===== src/rtl/decoder_pkg.sv =====
// rtl/decoder_pkg.sv - shared types and constants for the scanning decoder
// Holds the FSM state encoding and the width of the blanking counter,
// which is sized for the largest legal BLANK_CYC (15).
package decoder_pkg;

  typedef enum logic [1:0] {
    IDLE  = 2'd0,
    DRIVE = 2'd1,
    BLANK = 2'd2
  } state_t;

  localparam int BLANK_CNT_W = 4;

endpackage


===== src/rtl/onehot_dec.sv =====
// rtl/onehot_dec.sv - combinational N-to-2**N one-hot decoder
// Ports:
//   addr [N-1:0]     address to decode
//   en               when low, all outputs are zero
//   y    [2**N-1:0]  one-hot result (bit addr set when en is high)
module onehot_dec #(
  parameter int N = 3
) (
  input  logic [N-1:0]      addr,
  input  logic              en,
  output logic [2**N-1:0]   y
);

  always_comb begin
    y = '0;
    if (en) y[addr] = 1'b1;
  end

endmodule


===== src/rtl/decoder_scan.sv =====
// rtl/decoder_scan.sv - one-hot select driver with direct and scanning modes
// Ports:
//   clk, rst_n        clock and asynchronous active-low reset
//   en                enable; low returns to idle with no select driven
//   mode              0 = drive the decode of addr, 1 = walk all addresses
//   addr  [N-1:0]     direct-mode address
//   dwell [DWELL_W-1:0] scan hold time, each address held dwell+1 cycles
//   y     [2**N-1:0]  registered one-hot select, zero when idle or blanking
//   cur_addr [N-1:0]  address currently or last driven
//   wrap              pulses on the final drive cycle of the last scan address
//   active            high exactly when y is non-zero
module decoder_scan
  import decoder_pkg::*;
#(
  parameter int N         = 3,
  parameter int DWELL_W   = 8,
  parameter int BLANK_CYC = 1
) (
  input  logic               clk,
  input  logic               rst_n,
  input  logic               en,
  input  logic               mode,
  input  logic [N-1:0]       addr,
  input  logic [DWELL_W-1:0] dwell,
  output logic [2**N-1:0]    y,
  output logic [N-1:0]       cur_addr,
  output logic               wrap,
  output logic               active
);

  localparam logic [BLANK_CNT_W-1:0] BLANK_LAST = BLANK_CNT_W'(BLANK_CYC - 1);

  state_t                 state, nxt_state;
  logic [N-1:0]           next_addr, nxt_cur, nxt_next;
  logic                   mode_q, nxt_mode;
  logic [DWELL_W-1:0]     dwell_cnt, nxt_dwell;
  logic [BLANK_CNT_W-1:0] blank_cnt, nxt_blank;
  logic [2**N-1:0]        y_nxt;

  // mode_q remembers the mode the current drive phase belongs to, so a mode
  // flip during DRIVE can be detected and forced through a blanking gap.
  always_comb begin
    nxt_state = state;
    nxt_cur   = cur_addr;
    nxt_next  = next_addr;
    nxt_mode  = mode_q;
    nxt_dwell = dwell_cnt;
    nxt_blank = blank_cnt;
    if (!en) begin
      nxt_state = IDLE;
    end else begin
      case (state)
        IDLE: begin
          nxt_state = DRIVE;
          nxt_cur   = mode ? '0 : addr;
          nxt_mode  = mode;
          nxt_dwell = '0;
        end
        DRIVE: begin
          if (mode != mode_q) begin
            nxt_state = BLANK;
            nxt_next  = mode ? '0 : addr;
            nxt_mode  = mode;
            nxt_blank = '0;
          end else if (!mode_q) begin
            if (addr != cur_addr) begin
              nxt_state = BLANK;
              nxt_next  = addr;
              nxt_blank = '0;
            end
          end else if (dwell_cnt == dwell) begin
            nxt_state = BLANK;
            nxt_next  = cur_addr + 1'b1;
            nxt_blank = '0;
          end else begin
            nxt_dwell = dwell_cnt + 1'b1;
          end
        end
        BLANK: begin
          if (blank_cnt == BLANK_LAST) begin
            nxt_state = DRIVE;
            nxt_cur   = next_addr;
            nxt_dwell = '0;
          end else begin
            nxt_blank = blank_cnt + 1'b1;
          end
        end
        default: nxt_state = IDLE;
      endcase
    end
  end

  // Decode the address that will be driven next cycle so y can be registered
  // and still appear one clock after the decision.
  onehot_dec #(.N(N)) u_dec (
    .addr (nxt_cur),
    .en   (nxt_state == DRIVE),
    .y    (y_nxt)
  );

  always_ff @(posedge clk or negedge rst_n) begin
    if (!rst_n) begin
      state     <= IDLE;
      cur_addr  <= '0;
      next_addr <= '0;
      mode_q    <= 1'b0;
      dwell_cnt <= '0;
      blank_cnt <= '0;
      y         <= '0;
      active    <= 1'b0;
    end else begin
      state     <= nxt_state;
      cur_addr  <= nxt_cur;
      next_addr <= nxt_next;
      mode_q    <= nxt_mode;
      dwell_cnt <= nxt_dwell;
      blank_cnt <= nxt_blank;
      y         <= y_nxt;
      active    <= (nxt_state == DRIVE);
    end
  end

  // The last drive cycle of the top address is the one where the dwell
  // comparison succeeds; an enable drop or mode flip cancels the pass.
  assign wrap = (state == DRIVE) && en && mode && mode_q &&
                (&cur_addr) && (dwell_cnt == dwell);

endmodule


===== config.mk =====
export PLATFORM = sky130hd
export DESIGN_NAME = decoder_scan
export DESIGN_NICKNAME = d
export VERILOG_FILES = /design/src/rtl/decoder_pkg.sv /design/src/rtl/onehot_dec.sv /design/src/rtl/decoder_scan.sv
export SDC_FILE = /design/constraint.sdc
export NUM_CORES = 1
export LEC_CHECK = 0
export CAP_MARGIN = 20
export CORE_UTILIZATION = 52
export CTS_CLUSTER_SIZE = 20
export DETAILED_ROUTE_END_ITERATION = 6
export PLACE_DENSITY = 0.78
export REMOVE_ABC_BUFFERS = 1
export SYNTH_ARGS = -nofsm -noshare
export SYNTH_HDL_FRONTEND = slang
export SYNTH_HIERARCHICAL = 1
export SYNTH_SLANG_ARGS = --single-unit

===== constraint.sdc =====
create_clock -name clk -period 2.7 [get_ports clk]
set_clock_uncertainty 0.05 [all_clocks]
set_input_delay 0.405 -clock clk [delete_from_list [all_inputs] [get_ports clk]]
set_output_delay 0.405 -clock clk [all_outputs]
set_load 0.05 [all_outputs]

==> run metrics, run 1 <==
outcome=finished clean; most common cell after layout, fill and taps aside=dfrtp_1; worst-case reg-to-reg path depth=6; H-tree depth=2; Cell Pwr Density=roughly 860 nW/µm²; via count=around 1400; input/output buffers=27; CP Class=input pin to primary output; pin count of the biggest net entering global routing=31; DIE AREA=between 3000 and 4000 µm²; Setup crit start kind=input pin; setup repair bufs after CTS=0; Worst Hold Class=input pin to async pin; Arrival @ worst endpoint=2.02 ns; worst-path maximum fanout=2; Max Cap Viol=0; filler cell count=about 250; Register-to-Register Setup Slack=0.25 ns; Max rail drop VDD=between 0.6 and 0.7 mV; TritonCTS clock tree=yes; Area Growth Syn to Fin=27.53%; placed cell count=about 240; total track usage=0.2392; largest area contributor in the netlist=dfrtp_1; Crit. End Element=primary output; RSZ-0062 raised after global routing=false; vias in the first global route=~1400; Detailed Route WL=about 3.7 mm; Slew headroom=0.4663; yosys warns=6; most frequent cells in the layout=dfrtp_1, clkdlybuf4s50_1, nand2_1; Final #Nets=~230; leakage dissipation=about 0.00094 µW; Fmax=around 0.40 GHz; Synth Instances=approximately 170; drt drc=0; Critical R2R Capture=y[4]$_DFF_PN0_; Worst Max-Slew Pin Slew=0.7921 ns; # diodes=0; Final period util=0.9180; main area contributors after synthesis=dfrtp_1, ha_1, nand2_1; first-pass GRT wire length=roughly 6.0 mm; Site Rows=20; Die Y=~60 µm; Ports=28; initial antenna violation count=0; post-route cell area=about 2100 µm²; synth unique cells=37; first-iteration detailed-routing DRC count=37; setup TNS=0 ns; mapped cell area=roughly 1700 µm²; Clock Latency Late Sink=~0.33 ns; DPL Wire Length=about 2.8 mm; final hold viol count=0; FF+latch count, synth=30; share of cells above drive strength 1=0.1214; Root Buffer=clkbuf_4; Initial Util=0.5463; top cell type's share of synthesized area=0.4501; FF-to-FF Start=blank_cnt[0]$_DFFE_PN0P_; CTS clk-pin slew, worst paths=~0.1 ns; vias per inst=5.636; Resize count post-CTS=0; Mean Syn Cell Area=approximately 10 µm²; Worst Path Required=2.25 ns; Primary FF master, synth=dfrtp_1; Placeable Area=3053 µm²; Post-synth EDFFs=0; post-synthesis sequential area ratio=0.4501; cts bufs inserted=5; Final setup viols=0; Routed Antenna Nets=0; clock buffer depth=2; hold_buf cts=0; fin crit period=between 2 and 2.5 ns; Max Slew Vio Count=0; routed len/inst=between 10 and 15 µm; drt pass-1 iters=4; Clock Sinks=30; DIE WIDTH=58.64 µm; Cell Area, Placed=2063 µm²; GPL Wtd Cong=0.9108; Async SR Flop Fraction=1.000; Finished Layout Cells=between 200 and 300; GRT overflow=0
## critical path, stage by stage
cell             delay (ns)
clkdlybuf4s50_1        0.49
xnor2_1                0.13
nand4_1                0.11
or2_1                  0.30
nor3_1                 0.39
buf_12                 0.19
## flip-flops by register name, indices dropped and copies added, names as in the netlist
name       count
dwell_cnt      8
y              8
blank_cnt      4
cur_addr       3
next_addr      3
state          2
active         1
mode_q         1
## kinds of logic (layout without fill, tap and decap cells)
family	count (synthesis)	count (layout)	share of synthesized area
AND/OR/NAND/NOR	69	69	0.2408
flip-flops	30	30	0.4501
AO/OA/AOI/OAI	27	27	0.1095
XOR/XNOR	13	13	0.06827
buffers and inverters	10	51	0.02250
multiplexers	9	9	0.05626
adder cells (fa/ha/maj)	7	7	0.05251
## metal layers
| metal | part of all wire | GRT usage | routed length, µm |
|---|---|---|---|
| met1 | 0.45 | 0.2956 | 1642 |
| met2 | 0.49 | 0.3859 | 1802 |
| met5 | 0 | 0 | 0 |
| met3 | 0.037 | 0.05934 | 138 |
| met4 | 0.028 | 0.1293 | 104 |
## synthesized netlist by cell type (2+ instances only)
library cell  instances
dfrtp_1              30
nand2_1              21
nor2_1               11
xnor2_1               9
ha_1                  7
o21ai_0               7
mux2i_1               6
inv_1                 5
or4_1                 5
a21oi_1               4
clkbuf_1              4
nand2b_1              4
nand3_1               4
nand4_1               4
or3_1                 4
xor2_1                4
a32oi_1               3
mux2_1                3
nor3_1                3
o211ai_1              3
o21a_1                3
and4b_2               2
and4bb_1              2
nor3b_1               2
o21ai_1               2
o31ai_1               2
## power breakdown
group	leakage, µW	total (µW)	switching (µW)	internal [µW]
Clock	0.0000343	282	157	125
Combinational	0.000502	885	536	349
Sequential	0.000404	653	101	552
Total	0.000940	1820	793	1030
## through the flow
stage | hold slack (ns) | utilization | setup slack (ns) | total power (µW)
5_1_grt | 0.4303 | 0.6967 | 0.02053 | 1938
3_3_place_gp | 0.4320 | 0.6758 | 0.1040 | 1532
4_1_cts | 0.4177 | 0.6967 | 0.1821 | 1832
3_5_place_dp | 0.4364 | 0.6758 | 0.06030 | 1547
2_1_floorplan | 0.05941 | - | 0.08368 | 1233
6_report | 0.4155 | 0.6967 | 0.2213 | 1819
## worst max-delay path by stage
stage	start	endpoint	slack [ns]
2_1_floorplan	cur_addr[0]$_DFF_PN0_	wrap	0.08
3_3_place_gp	addr[0]	y[7]$_DFF_PN0_	0.10
3_5_place_dp	addr[0]	y[0]$_DFF_PN0_	0.06
4_1_cts	blank_cnt[0]$_DFFE_PN0P_	y[7]$_DFF_PN0_	0.18
5_1_grt	blank_cnt[0]$_DFFE_PN0P_	y[4]$_DFF_PN0_	0.02
6_report	dwell[7]	wrap	0.22
## final cells by class
cell class              count  area, µm²  area share
well taps                  44      55.05     0.02588
clock buffers               6      51.30     0.02412
multi-input cells         125      879.6      0.4135
inverters                   6      22.52     0.01059
flip-flops and latches     30      750.7      0.3529
repair buffers             37      355.3      0.1671
clock inverters             2      12.51    0.005882
(Power assumes the default switching activity.)
==> run 2: changes to the inputs <==
SKIP_CTS_REPAIR_TIMING = 1   (was unset)
==> results of run 2 <==
Same layout as run 1: the final DEF is identical, and so are final timing and power.
==> edit 1: new RTL, settings of run 1 <==
Set the parameter `DWELL_W` to 6 (it was 8).
--- a/src/rtl/decoder_scan.sv
+++ b/src/rtl/decoder_scan.sv
@@ -13,7 +13,7 @@
   import decoder_pkg::*;
 #(
   parameter int N         = 3,
-  parameter int DWELL_W   = 8,
+  parameter int DWELL_W   = 6,
   parameter int BLANK_CYC = 1
 ) (
   input  logic               clk,
Interface: changed (resized dwell); port bits go from 28 to 26. The function was not compared with the original's and may differ.
==> edit 1 against run 1 <==
- via count increased by 1.8%
- final area increased by 1.6%
- critical path depth up 1
- die area up 6.8%
- total power is 13% higher
- area after synthesis up 7.1%
- sequential cell count down 2
- sequential share of layout area shrank 2.9 points
- wire length increased by 5.7%
- worst hold slack lost 36 ps
- worst setup slack lost 36 ps
- critical path type unchanged
- largest power group unchanged
- highest routed layer unchanged
==> edit 1: results (changes against run 1) <==
- The setup slack at placement is 179 ps (+118 ps).
- Fillers: 262 (+5.2%)
- Average cell area after synthesis: 10.8 µm² (+6.4%)
- The commonest cells after synthesis are 28 x sky130_fd_sc_hd__dfrtp_1, 13 x sky130_fd_sc_hd__nand2_1, 11 x sky130_fd_sc_hd__a21oi_1.
* Arrival @ worst endpoint: 2060 ps (+40 ps)
* Number of violations reported at the end of detailed-routing iteration 0: 64 (+73%)
- The sum of met3 wire segment lengths after detailed routing came to 148 µm (+7.2%).
* Slew headroom: 0.663 (+0.197)
- The post-placement cell count was 237 (-2.1%).
- The peak ir drop on the vdd network is 0.631 mV (+3.0%).
- The global-route met2 utilization is 0.380 (-0.00597).
- Portion of netlist area occupied by mux cells: 0.0561 (-0.000202)
* Registers with the most flip-flops: y: 8 flops, dwell_cnt: 6 flops, blank_cnt: 4 flops
- Global-route wire length before repair: 6.59 mm (+11%)
- Number of global-route vias before repair: 1420 (+4.6%)
* Met2 wirelength from detailed routing: 1.83 mm (+1.4%)
* LEAKAGE: 0.000953 µW (+1.4%)
- Overall Global Routing Usage: 0.246 (+0.00642)
- Fraction of final layout cells sized beyond drive strength 1: 0.137 (+0.0157)
* Largest driver fanout on the critical path: 4 (+2)
- The met1 track demand over resource is 0.327 (+0.0319).
- Clock transition at the registers of the reported paths: 160 ps (+60 ps)
- The arithmetic-cell share of the synthesized area counting full adders, half adders and majority gates was 0.0491 (-0.00346).
- Area of the multi-input gates: 1010 µm² (+15%)
* Met1 layer wirelength in the final routing: 1.75 mm (+6.8%)
- The count of port buffers added during placement came to 25 (-7.4%).
- The half-perimeter wire length after detailed placement came to 2.95 mm (+3.6%).
- GPL Wtd Cong: 0.870 (-4.4%)
- The count of unique library cells instantiated by Yosys was 48 (+30%).
- The post-synthesis share of cell area spent on xor and xnor gates is 0.0589 (-0.00940).
- H-tree levels: 1 (-1)
- The number of buffers inserted during clock tree synthesis came to 3 (-2).
* Status: complete, no violations
- The largest net degree at the start of global routing is 29 (-6.5%).
- Share of the synthesized area in compound gates (AO/OA/AOI/OAI): 0.165 (+0.0559)
- Per-cell routed wire length: 16.2 µm (+9.7%)
- Instance area after placement: 2110 µm² (+2.2%)
-- edit 1: changes by cell type after synthesis, sizes merged, moves of 5 or more --
| cell | change |
|---|---|
| o21ai | -7 |
| xnor2 | -5 |
| nand2 | -8 |
| nor2 | -7 |
| a211oi | +5 |
| a21oi | +8 |
| nand3 | +5 |
-- edit 1: cell type report --
cell class | count | share of cell area
inverter | 5 | 0.00869
sequential | 28 | 0.324
multi-input combinational | 127 | 0.469
clock inverter | 1 | 0.0139
clock buffer | 3 | 0.0104
tap | 44 | 0.0255
timing repair buffer | 33 | 0.148
-- edit 1: worst max-delay path, stage by stage --
cell                              delay (ps)
sky130_fd_sc_hd__clkdlybuf4s50_1         430
sky130_fd_sc_hd__xor2_1                  180
sky130_fd_sc_hd__nor4_2                  270
sky130_fd_sc_hd__buf_4                   180
sky130_fd_sc_hd__nand2_1                  50
sky130_fd_sc_hd__nor3_1                  340
sky130_fd_sc_hd__buf_12                  190
-- edit 1: power groups by stage --
stage          Sequential, µW  Combinational (µW)  Clock, µW
2_1_floorplan             824                 626          0
3_3_place_gp              679                1060          0
3_5_place_dp              686                1090          0
4_1_cts                   677                1100        282
5_1_grt                   699                1200        300
6_report                  679                1100        276
-- edit 1: cells by family after synthesis --
group | count (synthesis)
DFF | 28
muxes | 10
xor gates and xnor gates | 12
buffers and inverters | 11
adders and majority gates | 7
AOI/OAI and AO/OA | 35
and+or+nand+nor | 63
-- edit 1: worst paths after layout --
check	start	end	slack, ps	cells past startpoint
setup / recovery	dwell[3]	wrap	190	7
min in group clk	blank_cnt[0]	blank_cnt[0]	490	1
hold / removal	rst_n	dwell_cnt[5]	380	2
setup reg to reg	blank_cnt[0]	y[0]	370	7
hold reg to reg	blank_cnt[0]	blank_cnt[0]	490	1
max in group asynchronous	rst_n	y[6]	1940	2
==> edit 2: new RTL, settings of run 1 <==
Made on the original files. Reset style: synchronous (`rst_n`), changed in one clocked block. Comments in the files are not updated.
--- a/src/rtl/decoder_scan.sv
+++ b/src/rtl/decoder_scan.sv
@@ -98,7 +98,7 @@
     .y    (y_nxt)
   );
 
-  always_ff @(posedge clk or negedge rst_n) begin
+  always_ff @(posedge clk) begin
     if (!rst_n) begin
       state     <= IDLE;
       cur_addr  <= '0;
Formal check against the unedited RTL: differs if rst_n is asserted again (counterexample within 4 cycles, from zero or initial values and one cycle with rst_n low); with rst_n held inactive, the same outputs for 10 cycles.
==> edit 2 against run 1 <==
- wire length up 8.6%
- final area up 1.5%
- area after synthesis up 2.8%
- sequential cell count unchanged
- first-iteration DRC count up 35%
- highest routed layer unchanged
- non-clock buffer count unchanged
- critical path depth up 2
- utilization up 0.45 points
- worst setup slack worse by 73 ps
Power is not compared: it rests on default switching activity, and its combinational part moved more than twofold at a synthesized area within 25%.
==> edit 2: results (changes against run 1) <==
* Post-cts gate resize count: 0 (unchanged)
* Number of violations reported at the end of detailed-routing iteration 0: 50 (+35%)
- Diodes inserted: 0 (unchanged)
- The async set or reset register ratio after synthesis came to 0 (-1.00).
* Number of antenna violations at the first check in global routing: 0 (unchanged)
- The worst register-to-register path ends at y[5].
* Latest clock arrival within the worst-skew pair: 340 ps
- Largest driver fanout on the critical path: 9 (+7)
- By area the synthesized netlist is led by sky130_fd_sc_hd__dfxtp_1 35%, sky130_fd_sc_hd__xor2_1 6.6%, sky130_fd_sc_hd__and2_1 5.1%, sky130_fd_sc_hd__ha_1 5.1%, sky130_fd_sc_hd__mux2i_1 3.5%.
- The number of detailed-route iterations in the first pass is 4 (unchanged).
- The part of the Yosys area used for sequential elements was 0.350 (-0.0997).
- The count of unique library cells instantiated by Yosys was 47 (+27%).
- The run finished with clean final reports.
- The arrival time of data at the critical path endpoint was 2750 ps (+730 ps).
- The internal reg-to-reg setup slack came to 150 ps (-100 ps).
- The largest net degree at the start of global routing came to 17 (-45%).
* Cells on worst reg2reg path: 8 (+2)
- Counting instances, the worst hold path has a depth of 2.
* WS Path Type: reg2reg
- The count of H-tree levels built during CTS was 2 (unchanged).
* Fillers: 265 (+6.4%)
* Hold Worst Slack: 477 ps (+61.3 ps)
- Root Driver: sky130_fd_sc_hd__clkbuf_4
- The number of nets in the layout was 250 (+10%).
- The analysis attributes to cell leakage a power of 0.000867 µW.
* Via density: 5.56 (-1.4%)
- The worst register-to-register path begins at blank_cnt[0].
* Per-cell routed wire length: 14.7 µm (-0.50%)
- GPL Wtd Cong: 0.832 (-8.7%)
- Met1 layer wirelength in the final routing: 1.72 mm (+4.8%)
* Met3 Wirelength: 164 µm (+19%)
- Worst slew pin tran: 844 ps (+52.4 ps)
* Number of synthesis warnings: 6 (unchanged)
* Number of global-route vias before repair: 1477 (+8.8%)
- Clock transition at the registers of the reported paths: 90 ps
* Final Slew Violations: 0 (unchanged)
- The worst hold path begins at dwell_cnt[4].
- Met2 wirelength from detailed routing: 2.03 mm (+13%)
- The number of buffers inserted by post-CTS setup repair was 0 (unchanged).
* Overall Global Routing Usage: 0.260 (+0.0211)
- Most frequent cells after synthesis: 30 x sky130_fd_sc_hd__dfxtp_1, 14 x sky130_fd_sc_hd__and2_1, 13 x sky130_fd_sc_hd__nand2_1, 13 x sky130_fd_sc_hd__xor2_1, 11 x sky130_fd_sc_hd__a21oi_1
* Class of the tightest hold or removal check: reg2reg
- Min-Delay Endpoint: dwell_cnt[4]
- The share of cells above drive strength 1 came to 0.131 (+0.00965).
- Largest vdd supply drop: 0.283 mV
- The global-route wire length before repair was 6.69 mm (+12%).
* Ys flop type: sky130_fd_sc_hd__dfxtp_1
- The half-perimeter wire length after detailed placement was 3.08 mm (+8.4%).
==> edit 2: changes by cell type in the layout (fill, tap and decap cells not counted), sizes merged, moves of 4 or more <==
| cell | before | now |
|---|---|---|
| nor4 | 0 | 4 |
| dfxtp | 0 | 30 |
| nor2 | 11 | 7 |
| or4 | 5 | 0 |
| a21oi | 4 | 11 |
| and2 | 0 | 14 |
| nand2 | 21 | 13 |
| nor3 | 3 | 9 |
| a211oi | 0 | 4 |
| a22oi | 0 | 6 |
| xnor2 | 9 | 1 |
| dfrtp | 30 | 0 |
| xor2 | 4 | 13 |
==> edit 2: worst max path at each step <==
| stage | to | slack [ps] | cells past startpoint |
|---|---|---|---|
| 2_1_floorplan | wrap | 50 | 4 |
| 3_3_place_gp | y[5] | 160 | 7 |
| 3_5_place_dp | y[5] | 30 | 7 |
| 4_1_cts | y[5] | 190 | 8 |
| 5_1_grt | y[7] | 10 | 8 |
| 6_report | y[5] | 150 | 8 |
==> edit 2: layout make-up <==
class | count | share of cell area
repair buffers | 37 | 0.165
clock buffers | 7 | 0.0255
clock inverters | 1 | 0.00232
flip-flops and latches | 30 | 0.278
inverters | 7 | 0.0122
well taps | 44 | 0.0255
multi-input cells | 147 | 0.492
==> edit 2: layer usage <==
layer  global-route usage  up-vias
li1                     -      767
met1                0.305      701
met2                0.445       40
met3               0.0480        9
met4                0.143        0
met5                    0        -
==> edit 2: kinds of logic after synthesis <==
group | synth area share
AO/OA/AOI/OAI | 0.151
XOR/XNOR | 0.0715
adder cells (fa/ha/maj) | 0.0511
buffers and inverters | 0.0307
flip-flops | 0.350
multiplexers | 0.0350
AND/OR/NAND/NOR | 0.310
==> edit 2: worst max-delay path: stages (launching register included) <==
cell and delay (ps):
sky130_fd_sc_hd__dfxtp_1 350, sky130_fd_sc_hd__inv_1 90, sky130_fd_sc_hd__ha_1 150, sky130_fd_sc_hd__or3b_1 380, sky130_fd_sc_hd__nor2_1 230, sky130_fd_sc_hd__a22oi_1 90
sky130_fd_sc_hd__o21ai_0 680, sky130_fd_sc_hd__and4b_2 300, sky130_fd_sc_hd__and2_1 150
==> edit 2: per-stage QoR <==
step | instance area [µm²] | setup slack, ps | instances | util
after floorplan | 1690 | 51.8 | 184 | -
after global placement | 2100 | 159 | 265 | 0.682
after detailed placement | 2100 | 34.2 | 265 | 0.682
after CTS | 2160 | 194 | 273 | 0.701
after global routing | 2160 | 14.9 | 273 | 0.701
final | 2160 | 148 | 273 | 0.701
==> edit 2: where the power goes <==
group          switching (µW)  internal, µW  total, µW
registers                8.41           452        460
clock network             158           126        284
logic                    90.0          71.5        162
total                     257           649        906
